## src/rtl/alu_issue_arbiter.sv

```systemverilog
// alu_issue_arbiter: shares one combinational 64-bit ALU between the execute
// pipe (requester 0) and the load/store AGU (requester 1). One request is in
// flight at a time: IDLE -> EXEC (settle cycles) -> RESP (response handshake).
// Optional statistics counters are built when ALU_ARB_STATS_EN is defined.
module alu_issue_arbiter #(
    parameter int unsigned EXEC_CYCLES = 1,
    parameter int unsigned CNT_W       = 32
) (
    input  logic        clk,
    input  logic        rst_n,
    input  logic        req0_valid,
    output logic        req0_ready,
    input  logic [55:0] req0_ctl,
    input  logic [63:0] req0_ra,
    input  logic [63:0] req0_rb,
    input  logic        req1_valid,
    output logic        req1_ready,
    input  logic [55:0] req1_ctl,
    input  logic [63:0] req1_ra,
    input  logic [63:0] req1_rb,
    output logic        rsp_valid,
    input  logic        rsp_ready,
    output logic        rsp_id,
    output logic [63:0] rsp_result,
    output logic        rsp_branch,
    output logic [55:0] alu_ctl,
    output logic [63:0] alu_ra,
    output logic [63:0] alu_rb,
    input  logic [63:0] alu_result,
    input  logic        alu_branch
`ifdef ALU_ARB_STATS_EN
    ,
    output logic [CNT_W-1:0] stat_grant0,
    output logic [CNT_W-1:0] stat_grant1,
    output logic [CNT_W-1:0] stat_stall
`endif
);

    // A zero setting still needs one settle cycle.
    localparam int unsigned EXEC_N = (EXEC_CYCLES == 0) ? 1 : EXEC_CYCLES;
    localparam int unsigned CW     = $clog2(EXEC_N + 1);

    typedef enum logic [1:0] {IDLE, EXEC, RESP} state_t;

    state_t          state_q, state_d;
    logic            last_grant_q, last_grant_d;
    logic            id_q, id_d;
    logic [CW-1:0]   cnt_q, cnt_d;
    logic [55:0]     ctl_q, ctl_d;
    logic [63:0]     ra_q, ra_d;
    logic [63:0]     rb_q, rb_d;
    logic            rsp_valid_q, rsp_valid_d;
    logic            rsp_id_q, rsp_id_d;
    logic [63:0]     rsp_result_q, rsp_result_d;
    logic            rsp_branch_q, rsp_branch_d;

    logic            grant;
    logic            hs;

    // Round-robin pick: a tie goes to the requester not granted last time.
    always_comb begin
        grant = 1'b0;
        if (req0_valid && req1_valid) grant = ~last_grant_q;
        else if (req1_valid)          grant = 1'b1;
        req0_ready = (state_q == IDLE) && req0_valid && !grant;
        req1_ready = (state_q == IDLE) && req1_valid &&  grant;
        hs         = req0_ready || req1_ready;
    end

    // Next-state and datapath updates for the IDLE/EXEC/RESP sequence.
    always_comb begin
        state_d      = state_q;
        last_grant_d = last_grant_q;
        id_d         = id_q;
        cnt_d        = cnt_q;
        ctl_d        = ctl_q;
        ra_d         = ra_q;
        rb_d         = rb_q;
        rsp_valid_d  = rsp_valid_q;
        rsp_id_d     = rsp_id_q;
        rsp_result_d = rsp_result_q;
        rsp_branch_d = rsp_branch_q;
        case (state_q)
            IDLE: begin
                if (hs) begin
                    ctl_d        = grant ? req1_ctl : req0_ctl;
                    ra_d         = grant ? req1_ra  : req0_ra;
                    rb_d         = grant ? req1_rb  : req0_rb;
                    last_grant_d = grant;
                    id_d         = grant;
                    cnt_d        = CW'(EXEC_N - 1);
                    state_d      = EXEC;
                end
            end
            EXEC: begin
                if (cnt_q == '0) begin
                    rsp_result_d = alu_result;
                    rsp_branch_d = alu_branch;
                    rsp_id_d     = id_q;
                    rsp_valid_d  = 1'b1;
                    state_d      = RESP;
                end else begin
                    cnt_d = cnt_q - 1'b1;
                end
            end
            RESP: begin
                // No grant here: the next request waits for a full IDLE cycle.
                if (rsp_ready) begin
                    rsp_valid_d = 1'b0;
                    state_d     = IDLE;
                end
            end
            default: state_d = IDLE;
        endcase
    end

    // State and datapath registers; reset drops any in-flight request.
    always_ff @(posedge clk or negedge rst_n) begin
        if (!rst_n) begin
            state_q      <= IDLE;
            last_grant_q <= 1'b1;
            id_q         <= 1'b0;
            cnt_q        <= '0;
            ctl_q        <= '0;
            ra_q         <= '0;
            rb_q         <= '0;
            rsp_valid_q  <= 1'b0;
            rsp_id_q     <= 1'b0;
            rsp_result_q <= '0;
            rsp_branch_q <= 1'b0;
        end else begin
            state_q      <= state_d;
            last_grant_q <= last_grant_d;
            id_q         <= id_d;
            cnt_q        <= cnt_d;
            ctl_q        <= ctl_d;
            ra_q         <= ra_d;
            rb_q         <= rb_d;
            rsp_valid_q  <= rsp_valid_d;
            rsp_id_q     <= rsp_id_d;
            rsp_result_q <= rsp_result_d;
            rsp_branch_q <= rsp_branch_d;
        end
    end

    assign alu_ctl    = ctl_q;
    assign alu_ra     = ra_q;
    assign alu_rb     = rb_q;
    assign rsp_valid  = rsp_valid_q;
    assign rsp_id     = rsp_id_q;
    assign rsp_result = rsp_result_q;
    assign rsp_branch = rsp_branch_q;

`ifdef ALU_ARB_STATS_EN
    logic [CNT_W-1:0] g0_q, g1_q, stall_q;

    // Free-running, wrapping counters of grants and response stall cycles.
    always_ff @(posedge clk or negedge rst_n) begin
        if (!rst_n) begin
            g0_q    <= '0;
            g1_q    <= '0;
            stall_q <= '0;
        end else begin
            if (req0_ready) g0_q <= g0_q + 1'b1;
            if (req1_ready) g1_q <= g1_q + 1'b1;
            if (state_q == RESP && !rsp_ready) stall_q <= stall_q + 1'b1;
        end
    end

    assign stat_grant0 = g0_q;
    assign stat_grant1 = g1_q;
    assign stat_stall  = stall_q;
`endif

endmodule

```

## config.mk

```make
export PLATFORM = sky130hd
export DESIGN_NAME = alu_issue_arbiter
export DESIGN_NICKNAME = d
export VERILOG_FILES = /design/src/rtl/alu_issue_arbiter.sv
export SDC_FILE = /design/constraint.sdc
export NUM_CORES = 1
export LEC_CHECK = 0
export BUFFER_PORTS_ARGS = -buffer_cell sky130_fd_sc_hd__buf_2
export CAP_MARGIN = 10
export CORE_AREA = 2 2 268 270
export DETAILED_ROUTE_END_ITERATION = 8
export DIE_AREA = 0 0 270 272
export PLACE_DENSITY = 0.49
export SLEW_MARGIN = 20
export SYNTH_ARGS = -nofsm -noshare
export SYNTH_HDL_FRONTEND = slang
export SYNTH_SLANG_ARGS = --single-unit
```

## constraint.sdc

```tcl
create_clock -name clk -period 2.4 [get_ports clk]
set_clock_uncertainty 0.1 [all_clocks]
set_input_delay 0.24 -clock clk [delete_from_list [all_inputs] [get_ports clk]]
set_output_delay 0.24 -clock clk [all_outputs]
set_load 0.005 [all_outputs]
```

=== Word-level counts from Yosys, hierarchy flattened ===
Cells that the tools add are included.
Widths: inputs -> output; s select.

* Flip-flop bits (word level): 256
* Bits of input ports: 438
* Output and inout port bits: 253
* Word-level logic and storage cells: 49

* Add/subtract/negate cells: 1
* Eq/ne operators: 5
* Multiplexer cells: 15
* Bitwise operators: 2
* Reductions and logical operators: 15

{| class="wikitable"
|+ Operators by type and width
! kind !! number
|-
| $mux 64 || 2
|-
| $mux 56 || 1
|-
| $mux 1 || 6
|-
| $mux 2 || 3
|-
| $ne 2x2->1 const B || 3
|-
| $pmux 2 s3 || 1
|-
| $reduce_and 2->1 || 3
|-
| $reduce_and 3->1 || 2
|-
| $logic_and 1x1->1 || 5
|-
| $pmux 1 s2 || 2
|-
| $reduce_bool 2->1 || 2
|-
| $eq 2x1->1 const B || 1
|-
| $eq 2x2->1 const B || 1
|-
| $logic_not 2->1 || 1
|-
| $not 1->1 || 2
|-
| $logic_not 1->1 || 1
|-
| $logic_or 1x1->1 || 1
|-
| $sub 1x1->1 const B || 1
|}

=== Longest topological paths before layout ===
* Depth in word-level cells: 7
* Gate-level depth with buffers: 6

=== Worst setup path before layout ===
OpenSTA, ideal clock, no wires.

* Kind: reg-to-reg
* Start point: register last_grant_q
* End point: register ra_q[11], in the netlist alu_ra[11]
* Library setup time: 0.125 ns
* Data arrival time: 1.592 ns
* Path slack: 0.583 ns
* Cell stages (with the launch flop): 7
* Path buffers: 3
* Period minus slack after synthesis: 1.817 ns
* Cells stage by stage: dfstp_2 a21bo_1 buf_6 buf_6 buf_6 mux2_4 mux2_2

* Word-level cells in the longest chain between the ends: 6
* Elaborated cells on any way between the ends: 8
* Those cells by class: mux (2); bitwise (1); reduce/logical (5)

{| class="wikitable"
|+ Ends and longest elaborated chain
! element !! line !! text
|-
| start, declared || 46 || <nowiki>logic last_grant_q, last_grant_d;</nowiki>
|-
| start signal, assigned || 133 || <nowiki>last_grant_q <= last_grant_d;</nowiki>
|-
| $not 1->1 * || 63 || <nowiki>if (req0_valid && req1_valid) grant = ~last_grant_q;</nowiki>
|-
| $mux 1 * || 63 ||
|-
| $logic_not 1->1 || 65 || <nowiki>req0_ready = (state_q == IDLE) && req0_valid && !grant;</nowiki>
|-
| $logic_and 1x1->1 || 65 ||
|-
| $logic_or 1x1->1 || 67 || <nowiki>hs = req0_ready || req1_ready;</nowiki>
|-
| $reduce_and 2->1 (no line) || n/a ||
|-
| end signal, assigned || 137 || <nowiki>ra_q <= ra_d;</nowiki>
|-
| end, declared || 50 || <nowiki>logic [63:0] ra_q, ra_d;</nowiki>
|}

Mark *: on every way between the ends. The rest lies on a longest branch, timed or not.
A chain may end at the register's enable or synchronous reset.

=== Worst setup path after layout ===
* Start point: register last_grant_q
* End point: register ctl_q[35], in the netlist alu_ctl[35]

* Word-level cells in the longest chain between the ends: 6
* Elaborated cells on any way between the ends: 8
* Those cells by class: mux (2); bitwise (1); reduce/logical (5)

{| class="wikitable"
|+ Ends and longest elaborated chain
! element !! line !! text
|-
| $not 1->1 * || 63 ||
|-
| $mux 1 * || 63 ||
|-
| $logic_not 1->1 || 65 ||
|-
| $logic_and 1x1->1 || 65 ||
|-
| $logic_or 1x1->1 || 67 ||
|-
| $reduce_and 2->1 (no line) || n/a ||
|-
| end signal, assigned || 136 || <nowiki>ctl_q <= ctl_d;</nowiki>
|-
| end, declared || 49 || <nowiki>logic [55:0] ctl_q, ctl_d;</nowiki>
|}

Marks and branches as above.

==> summary.txt <==
Outcome
  – Status: finished clean

Synth
  – Average cell area after synthesis: 16.22 um^2
  – Fraction of post-synthesis cell area in the top cell type by area: 0.5191
  – Number of cells produced by synthesis: 755
  – Top post-synthesis cells by area: sky130_fd_sc_hd__dfrtp_1 52%, sky130_fd_sc_hd__mux2_2 27%, sky130_fd_sc_hd__mux2_4 17%
  – Library cell with the largest summed area after synthesis: sky130_fd_sc_hd__dfrtp_1
  – Primary flip-flop cell chosen by synthesis mapping: sky130_fd_sc_hd__dfrtp_1
  – Sequential share of the synthesized area: 0.5213
  – Post-synth EDFFs: 0
  – List of most frequent post-synthesis cells: 296 x sky130_fd_sc_hd__mux2_2, 254 x sky130_fd_sc_hd__dfrtp_1, 138 x sky130_fd_sc_hd__mux2_4, 28 x sky130_fd_sc_hd__buf_2, 17 x sky130_fd_sc_hd__buf_6
  – Post-Syn Nets: 1,193
  – Combined area of all synthesized cells: 12,240 um^2
  – Post-synthesis cell type count: 21
  – Top-count cell post-synth: sky130_fd_sc_hd__mux2_2
  – FF+latch count, synth: 255
  – Ys Warns: 0
  – Share of synthesized registers carrying an async set or reset: 1.000

Cells and area
  – Area taken by multi-input logic gates: 5529 um^2
  – Sequential cell area: 6382 um^2
  – Area Overhead vs Synth: 83.95%
  – Count of filler cells inserted in the layout: 6,977
  – Final Cell Area: 22,520 um^2
  – Number of standard cells in the layout, taps in and fillers out: 2,895
  – Fraction of final layout cells sized beyond drive strength 1: 0.6358
  – Post-layout nets: 2,359

CTS
  – Clock latency reported for the late side of the worst-skew pair: 580 ps
  – CTS Sinks: 255
  – Root Buffer: sky130_fd_sc_hd__clkbuf_16
  – Clock slew at reported path FFs: 60 ps
  – Buffers from clock root to sink, at most: 3
  – Clock tree from TritonCTS: built
  – Max H-tree Level: 1
  – TritonCTS buffer count: 30

GRT
  – Largest net degree at the start of global routing: 78
  – GR Layer Usage met1: 0.1276
  – Sum of overflow across all layers after global routing: 0
  – Met2 Resource Use GR: 0.2241
  – Global-route wire length before repair: 70,270 um
  – GRT Total Usage: 0.1199
  – Via count of the first global-routing pass: 12,480
  – M3 GR Usage: 0.02486
  – Initial antenna violation count: 2
  – GR peak layer: met2

Timing
  – Final slew viol count: 0
  – Final Setup Violations: 0
  – Tightest Pin Transition: 752.7 ps
  – Setup repair after global routing missed its margin: yes
  – Number of failing hold endpoints at the final stage: 0
  – Fraction of the cycle the final worst path needs: 0.9837
  – Normalized max-slew margin: 0.4982
  – Max Clk Rate: 423.6 MHz
  – Minimum clock period after layout: 2361 ps

Power and ir drop
  – Final total power: 22.20 mW
  – VDD IR-drop max: 0.6511 mV
  – Static Leak: 10.72 nW
  – Areal power density over the cells: 985.7 nW/um^2

Die
  – Core box area: 70,750 um^2
  – Initial standard-cell utilization of the core: 0.1731
  – Floorplan die height: 272 um
  – Placement Rows: 98
  – Die extent in x: 270 um
  – Area of the die: 73,440 um^2
  – # IOs: 691

Worst setup path
  – FF-to-FF setup slack: 40 ps
  – Path depth of the worst reg2reg path: 5
  – Type of element capturing the critical path: flop
  – Worst path top cell family by delay: buffers and inverters
  – Largest driver fanout on the critical path: 29
  – Max stage delay cell, worst path: sky130_fd_sc_hd__dlygate4sd3_1
  – Count of cell instances traversed by the critical path: 5
  – Arrival time reported for the critical path endpoint: 2720 ps
  – WP data required: 2760 ps
  – Critical register-to-register path endpoint: alu_ctl[35]$_DFFE_PN0P_
  – Category of the most critical setup path: flop to flop
  – CP endpoint: alu_ctl[35]$_DFFE_PN0P_
  – Worst path buffer plus inverter count: 2
  – Most used cell along the critical path: sky130_fd_sc_hd__mux2_2
  – Crit-path cells: a21bo_4 > buf_12 > mux2_2 > dlygate4sd3_1 > mux2_2
  – Critical path's largest stage delay: 560 ps
  – Critical path origin: last_grant_q$_DFFE_PN1P_
  – Launch instance of the worst register-to-register path: last_grant_q$_DFFE_PN1P_
  – Startpoint class of the critical path: flop

Place
  – Estimated wirelength of the detail-placed design: 31,990 um
  – Dpl cells: 2,403
  – Placed Instance Area: 17,130 um^2
  – Weighted congestion reported at the end of routability-driven placement: 0.8933
  – PortBufs: 690

Route
  – Starting DRT DRC Count: 266
  – First-pass DRT Iterations: 4
  – Wire length per cell after detailed routing: 15.99 um
  – Via count normalized by instance count: 3.809
  – Number of nets still failing antenna checks after routing: 0
  – Detailed-route wire length: 46,290 um
  – Via count: 11,030
  – DRC violation count after routing: 0

Min path
  – WHS Path Cells: 3
  – Worst min path class: primary input to flop

Flow run
  – Max-Cap Viols: 0
worst min path at each step:
stage | start | end | slack [ps]
4_1_cts | req0_valid | id_q$_DFFE_PN0P_ | 50
5_1_grt | req0_valid | id_q$_DFFE_PN0P_ | 80
2_1_floorplan | rst_n | alu_ctl[0]$_DFFE_PN0P_ | -160
6_report | req0_valid | id_q$_DFFE_PN0P_ | 100
3_5_place_dp | rst_n | rsp_result[17]$_DFFE_PN0P_ | 190
3_3_place_gp | rst_n | rsp_result[17]$_DFFE_PN0P_ | 190
state kept, by name, indices dropped and copies added, names as in the netlist:
name          flops
rsp_branch        1
state_q           2
last_grant_q      1
rsp_valid         1
alu_ctl          56
id_q              1
rsp_result       64
alu_ra           64
alu_rb           64
rsp_id            1
worst register-to-register path, cell delays in order, from the launching register on:
cell and delay [ps]:
sky130_fd_sc_hd__dfstp_2 540, sky130_fd_sc_hd__a21bo_4 150, sky130_fd_sc_hd__buf_12 200, sky130_fd_sc_hd__mux2_2 420, sky130_fd_sc_hd__dlygate4sd3_1 560, sky130_fd_sc_hd__mux2_2 260
repair_timing:
item / in CTS / in global routing
endpoints found under the setup margin: 0 / 6
hold endpoints to repair: 311 / 0
hold buffers: 436 / 0
resized for setup: 0 / 3
buffers inserted: 0 / 0
layer usage:
layer / routed length, um / vias to the layer above
li1: - / 5067
met1: 17250 / 5406
met2: 24460 / 422
met3: 2527 / 131
met4: 2049 / 0
met5: 0 / -
stage by stage:
stage                     hold WS (ps)    util  TNS, ps  setup slack [ps]
after floorplan                 -155.6       -        0             583.2
after global placement           190.4  0.2421        0             334.4
after detailed placement         192.2  0.2421        0             301.4
after CTS                        45.98  0.3181        0             24.55
after global routing             83.44  0.3183   -42.91            -15.15
final                            97.42  0.3183        0             39.05
placed cells by master (no fill, tap or decap), types with 3 or more instances in the layout:
cell type                         n
sky130_fd_sc_hd__buf_12          11
sky130_fd_sc_hd__buf_2          689
sky130_fd_sc_hd__buf_4           45
sky130_fd_sc_hd__clkbuf_1         6
sky130_fd_sc_hd__clkbuf_16       30
sky130_fd_sc_hd__clkbuf_8        10
sky130_fd_sc_hd__clkinv_2         5
sky130_fd_sc_hd__dfrtp_1        254
sky130_fd_sc_hd__dlygate4sd3_1  436
sky130_fd_sc_hd__mux2_2         294
sky130_fd_sc_hd__mux2_4         140
sky130_fd_sc_hd__nand2_1          3
area by class of cell:
cell class | instances | share of cell area
repair buffers | 1183 | 0.3728
flip-flops and latches | 255 | 0.2834
multi-input cells | 450 | 0.2455
well taps | 950 | 0.05277
clock buffers | 46 | 0.04044
clock inverters | 9 | 0.004833
inverters | 1 | 0.0001667
diodes | 1 | 0.0001111
logic make-up after synthesis:
kind of cell / Yosys count / share of synthesized area
mux: 434 / 0.4414
flops: 255 / 0.5213
buf+inv: 50 / 0.02953
simple gates: 10 / 0.004496
compound gates: 6 / 0.003270
where the power goes:
group | switching, mW | internal, mW | leakage, nW
combinational | 3.91 | 5.86 | 7.24
sequential | 1.17 | 6.56 | 2.98
clock | 1.89 | 2.81 | 0.504
total | 6.97 | 15.2 | 10.7
Note: power is estimated with default switching activity, not from simulation.
